--- src/rtl/tdm_pkg.sv ---
// Shared constants and types for the two-channel TDM demultiplexer.
package tdm_pkg;

  localparam int TDM_WIDTH_DEF = 8;

  typedef enum logic {
    FILL = 1'b0,
    LAST = 1'b1
  } chan_state_e;

  localparam int PRB_W     = 9;
  localparam int PRB_DIN   = 0;
  localparam int PRB_SEL   = 1;
  localparam int PRB_DVLD  = 2;
  localparam int PRB_V0    = 3;
  localparam int PRB_V1    = 4;
  localparam int PRB_OVR0  = 5;
  localparam int PRB_OVR1  = 6;
  localparam int PRB_LAST0 = 7;
  localparam int PRB_LAST1 = 8;

endpackage

--- src/rtl/tdm_demux_chan.sv ---
// One demux channel: LSB-first word assembly, holding register with
// valid/ready handshake and sticky overrun flag.
module tdm_demux_chan
  import tdm_pkg::*;
#(
  parameter int WIDTH = TDM_WIDTH_DEF
) (
  input  logic             clk,
  input  logic             rst_n,
  input  logic             acc,
  input  logic             d,
  input  logic             clr_ovr,
  input  logic             out_ready,
  output logic [WIDTH-1:0] out,
  output logic             out_valid,
  output logic             ovr
`ifdef TDM_DEMUX_PROBE_EN
  ,
  output logic             vld_nxt,
  output logic             ovr_nxt,
  output logic             last_nxt
`endif
);

  localparam int CW = $clog2(WIDTH);
  localparam logic [CW-1:0] CNT_PRE_LAST = CW'(WIDTH - 2);

  chan_state_e      state_p0, state_d;
  logic [CW-1:0]    cnt_p0, cnt_d;
  logic [WIDTH-1:0] sh_p0, sh_d;
  logic [WIDTH-1:0] hold_p1, hold_d;
  logic             vld_p1, vld_d;
  logic             ovr_p1, ovr_d;
  logic [WIDTH-1:0] word;
  logic             done, xfer, overrun;

  assign word    = {d, sh_p0[WIDTH-1:1]};
  assign done    = acc && (state_p0 == LAST);
  assign xfer    = done && (!vld_p1 || out_ready);
  assign overrun = done && vld_p1 && !out_ready;

  always_comb begin
    state_d = state_p0;
    cnt_d   = cnt_p0;
    sh_d    = sh_p0;
    hold_d  = hold_p1;
    vld_d   = vld_p1;
    ovr_d   = ovr_p1;
    if (acc) begin
      sh_d = word;
      unique case (state_p0)
        FILL: begin
          cnt_d = cnt_p0 + CW'(1);
          if (cnt_p0 == CNT_PRE_LAST) state_d = LAST;
        end
        LAST: begin
          cnt_d   = '0;
          state_d = FILL;
        end
      endcase
    end
    if (vld_p1 && out_ready) vld_d = 1'b0;
    // a transfer in the consume cycle keeps valid high with the new word
    if (xfer) begin
      hold_d = word;
      vld_d  = 1'b1;
    end
    if (clr_ovr) ovr_d = 1'b0;
    if (overrun) ovr_d = 1'b1;
  end

  // p0: assembly state, p1: holding register and flags
  always_ff @(posedge clk) begin
    if (!rst_n) begin
      state_p0 <= FILL;
      cnt_p0   <= '0;
      sh_p0    <= '0;
      hold_p1  <= '0;
      vld_p1   <= 1'b0;
      ovr_p1   <= 1'b0;
    end else begin
      state_p0 <= state_d;
      cnt_p0   <= cnt_d;
      sh_p0    <= sh_d;
      hold_p1  <= hold_d;
      vld_p1   <= vld_d;
      ovr_p1   <= ovr_d;
    end
  end

  assign out       = hold_p1;
  assign out_valid = vld_p1;
  assign ovr       = ovr_p1;

`ifdef TDM_DEMUX_PROBE_EN
  assign vld_nxt  = vld_d;
  assign ovr_nxt  = ovr_d;
  assign last_nxt = (state_d == LAST);
`endif

endmodule

--- src/rtl/tdm_demux.sv ---
// Two-channel serial TDM demultiplexer. Define TDM_DEMUX_PROBE_EN to add
// the registered 9-bit debug bus "probe".
module tdm_demux
  import tdm_pkg::*;
#(
  parameter int WIDTH = TDM_WIDTH_DEF
) (
  input  logic             clk,
  input  logic             rst_n,
  input  logic             d_in,
  input  logic             sel,
  input  logic             d_valid,
  input  logic             clr_ovr,
  output logic [WIDTH-1:0] out0,
  output logic [WIDTH-1:0] out1,
  output logic             out0_valid,
  output logic             out1_valid,
  input  logic             out0_ready,
  input  logic             out1_ready,
  output logic             ovr0,
  output logic             ovr1
`ifdef TDM_DEMUX_PROBE_EN
  ,
  output logic [PRB_W-1:0] probe
`endif
);

  logic acc0, acc1;

  assign acc0 = d_valid && !sel;
  assign acc1 = d_valid && sel;

`ifdef TDM_DEMUX_PROBE_EN
  logic vld0_nxt, vld1_nxt, ovr0_nxt, ovr1_nxt, last0_nxt, last1_nxt;
`endif

  tdm_demux_chan #(.WIDTH(WIDTH)) u_ch0 (
    .clk       (clk),
    .rst_n     (rst_n),
    .acc       (acc0),
    .d         (d_in),
    .clr_ovr   (clr_ovr),
    .out_ready (out0_ready),
    .out       (out0),
    .out_valid (out0_valid),
    .ovr       (ovr0)
`ifdef TDM_DEMUX_PROBE_EN
    ,
    .vld_nxt   (vld0_nxt),
    .ovr_nxt   (ovr0_nxt),
    .last_nxt  (last0_nxt)
`endif
  );

  tdm_demux_chan #(.WIDTH(WIDTH)) u_ch1 (
    .clk       (clk),
    .rst_n     (rst_n),
    .acc       (acc1),
    .d         (d_in),
    .clr_ovr   (clr_ovr),
    .out_ready (out1_ready),
    .out       (out1),
    .out_valid (out1_valid),
    .ovr       (ovr1)
`ifdef TDM_DEMUX_PROBE_EN
    ,
    .vld_nxt   (vld1_nxt),
    .ovr_nxt   (ovr1_nxt),
    .last_nxt  (last1_nxt)
`endif
  );

`ifdef TDM_DEMUX_PROBE_EN
  // status bits use next-state values so they line up with the channel regs
  always_ff @(posedge clk) begin
    if (!rst_n) begin
      probe <= '0;
    end else begin
      probe[PRB_DIN]   <= d_in;
      probe[PRB_SEL]   <= sel;
      probe[PRB_DVLD]  <= d_valid;
      probe[PRB_V0]    <= vld0_nxt;
      probe[PRB_V1]    <= vld1_nxt;
      probe[PRB_OVR0]  <= ovr0_nxt;
      probe[PRB_OVR1]  <= ovr1_nxt;
      probe[PRB_LAST0] <= last0_nxt;
      probe[PRB_LAST1] <= last1_nxt;
    end
  end
`endif

endmodule
--- config.mk ---
export PLATFORM = sky130hd
export DESIGN_NAME = tdm_demux
export DESIGN_NICKNAME = d
export VERILOG_FILES = /design/src/rtl/tdm_pkg.sv /design/src/rtl/tdm_demux_chan.sv /design/src/rtl/tdm_demux.sv
export SDC_FILE = /design/constraint.sdc
export NUM_CORES = 1
export LEC_CHECK = 0
export CORE_UTILIZATION = 30
export DETAILED_ROUTE_END_ITERATION = 10
export PLACE_DENSITY_LB_ADDON = 0.3
export SLEW_MARGIN = 25
export SYNTH_ARGS = -nofsm -noshare
export SYNTH_HDL_FRONTEND = slang
export SYNTH_SLANG_ARGS = --single-unit
--- constraint.sdc ---
create_clock -name clk -period 1.65 [get_ports clk]
set_clock_uncertainty 0.15 [all_clocks]
set_input_delay 0.165 -clock clk [delete_from_list [all_inputs] [get_ports clk]]
set_output_delay 0.165 -clock clk [all_outputs]
set_load 0.05 [all_outputs]
==> run summary <==
WHS Path Cells - 2
Post-route DRC - 0
initial drt markers - 69
status - finished clean
antenna violations before repair - 0
Final Hold Viols - 0
CTS tree - built
DP Wirelength - 2180 µm
I/O Pins - 28
Final min period - 1390 ps
Gate Count Post-Synth - 195
top post-synthesis cells by area - dfxtp_1 48%, nand2_1 14%, mux2i_1 10%
Mean Syn Cell Area - 8.94 µm²
final core utilization - 39.8%
Synth Flop Type - dfxtp_1
commonest cells in the netlist - 65 x nand2_1, 42 x dfxtp_1, 18 x a21boi_0, 18 x mux2i_1
die height - 78.3 µm
most frequent cell after synthesis - nand2_1
fin area - 2210 µm²
vias in the first global route - 1258
final setup margin - 255 ps
total power - 2.09 mW
Setup Fix Bufs, Post-CTS - 0
total CTS buffers - 5
placed inst area - 2070 µm²
Worst Tran Pin Value - 309 ps
H-tree Lvls - 2
Die Area - 6120 µm²
# Max-Cap Violations - 0
grt total ovfl - 0
DR pass1 iterations - 4
Inserted Diodes - 0
final WL - 3140 µm
TNS Setup - 0 ps
placed insts - 292
CP Class - flip-flop to flip-flop
Worst setup SP type - flip-flop
Vias - 1317
Max VDD drop - 328 µV
P_leak - 0.804 nW
sequential area share after synthesis - 48.2%
worst min path class - flip-flop to flip-flop
clk sinks - 42
final layout net count - 239
share of cells above drive strength 1 - 16.7%
largest net degree at the start of global routing - 46
I/O Buffers - 27
net count after synthesis - 207
GRT Util Overall - 11.7%
Yosys warning count - 0
top-area cell type share of the netlist area - 48.2%
synth-to-layout area growth - 26.5%
Pwr per Cell Area - 948 nW/µm²
first-pass GRT wire length - 5640 µm
Reg clk slew, reported paths - 80 ps
Netlist cell types - 23
setup violators final - 0
WP depth - 4
slowest stage delay, CP - 370 ps
Vias/cell - 4.39
ys async rst share - 0%
Routability Congestion - 0.715
Clock Latency Late Sink - 290 ps
fillcell total - 599
post-route insts no fill - 300
dpl ws - -25.1 ps
Slew Limit Fails - 0
area leader, netlist - dfxtp_1
row cnt - 27
core area - 5540 µm²
hold bufs inserted after CTS - 0
RSZ-0062 raised after global routing - no
reg2reg path depth - 4
post_cts resized - 0
CP cell instances - inv_1 > ha_1 > or3_1 > a21boi_1
synthesis-stage register bit count - 42
max_slew headroom - 79.4%
crit-path max FO - 4
CP required - 1730 ps
Crit path max-delay family - flip-flops
CTS max path bufs - 2
Arr. time, crit path - 1480 ps
Starting Density - 31.5%
Buf/Inv on CP - 1
Hold WS - 310 ps
Post-DRT Antenna Nets - 0
number of synthesized flops with an enable pin - 0
fmax - 0.717 GHz
slowest stage cell, crit path - dfxtp_1
Tcrit/Tclk final - 84.5%
CP Capture Type - flip-flop
clk root buf - clkbuf_8
DR WL/cell - 10.5 µm
Chip Width - 78.3 µm
synthesized area - 1740 µm²
## report_power, final
part	leakage (nW)	total [mW]	switching, mW	internal (mW)
Combinational	0.396	0.101	0.0527	0.0478
Sequential	0.339	1.03	0.00733	1.02
Clock	0.0683	0.963	0.357	0.606
Total	0.804	2.09	0.417	1.68
## state kept, by name (all words and copies together) (netlist names)
register         cells
u_ch0.out_valid      1
u_ch0.state_p0       1
u_ch0.ovr            1
u_ch1.out            8
u_ch0.sh_p0          7
u_ch0.cnt_p0         3
u_ch1.ovr            1
u_ch1.sh_p0          7
u_ch1.cnt_p0         3
u_ch1.out_valid      1
u_ch0.out            8
u_ch1.state_p0       1
## logic make-up (layout without fill, tap and decap cells)
family	after synthesis	after routing	share of synthesized area, %
AND/OR/NAND/NOR	89	89	22.7
multiplexers	18	18	10.3
flip-flops	42	42	48.2
adder cells (fa/ha/maj)	4	4	2.87
AO/OA/AOI/OAI	26	26	10.9
buffers and inverters	16	49	5.02
## routing by layer
layer	GRT usage (%)	vias to the layer above	part of all wire, %
li1	-	701	-
met4	3.89	0	1.5
met3	3.84	5	3.9
met2	17.8	19	42
met1	15.5	592	52
met5	0	-	0
## final cells by class
cell class	instances	area, µm²	area share [%]
timing repair buffer	37	308	13.9
clock inverter	3	68.8	3.12
tap	72	90.1	4.08
inverter	4	15.0	0.680
multi-input combinational	137	816	37.0
sequential	42	841	38.1
clock buffer	5	68.8	3.12
## placed cells by master (no fill, tap or decap)
cell type	instances
dfxtp_1	42
or3_1	3
inv_1	4
nand2_1	65
and2b_1	1
nor2b_1	6
buf_12	1
nand4b_1	2
mux2i_1	18
clkbuf_8	5
clkinv_4	1
and2_1	3
nand3_1	3
nor2_1	1
o22ai_1	2
nand3b_1	1
a32o_1	1
o21ai_0	1
buf_4	29
ha_1	4
a21oi_1	1
a21boi_1	3
a21boi_0	18
bufinv_16	2
clkdlybuf4s50_1	7
nand2b_1	4
## final timing paths
path | from | endpoint | slack [ps]
worst max-delay path | u_ch1.cnt_p0[0] | u_ch1.cnt_p0[1] | 260
worst max register to register | u_ch1.cnt_p0[0] | u_ch1.cnt_p0[1] | 260
worst min-delay path | u_ch1.out[1] | u_ch1.out[1] | 310
worst min register to register | u_ch1.out[1] | u_ch1.out[1] | 310
## worst register-to-register path, stage by stage, from the launching register on
cell and delay, ps:
dfxtp_1 370, inv_1 60, ha_1 270, or3_1 340
a21boi_1 140
Power figures use the tool's default switching activity.
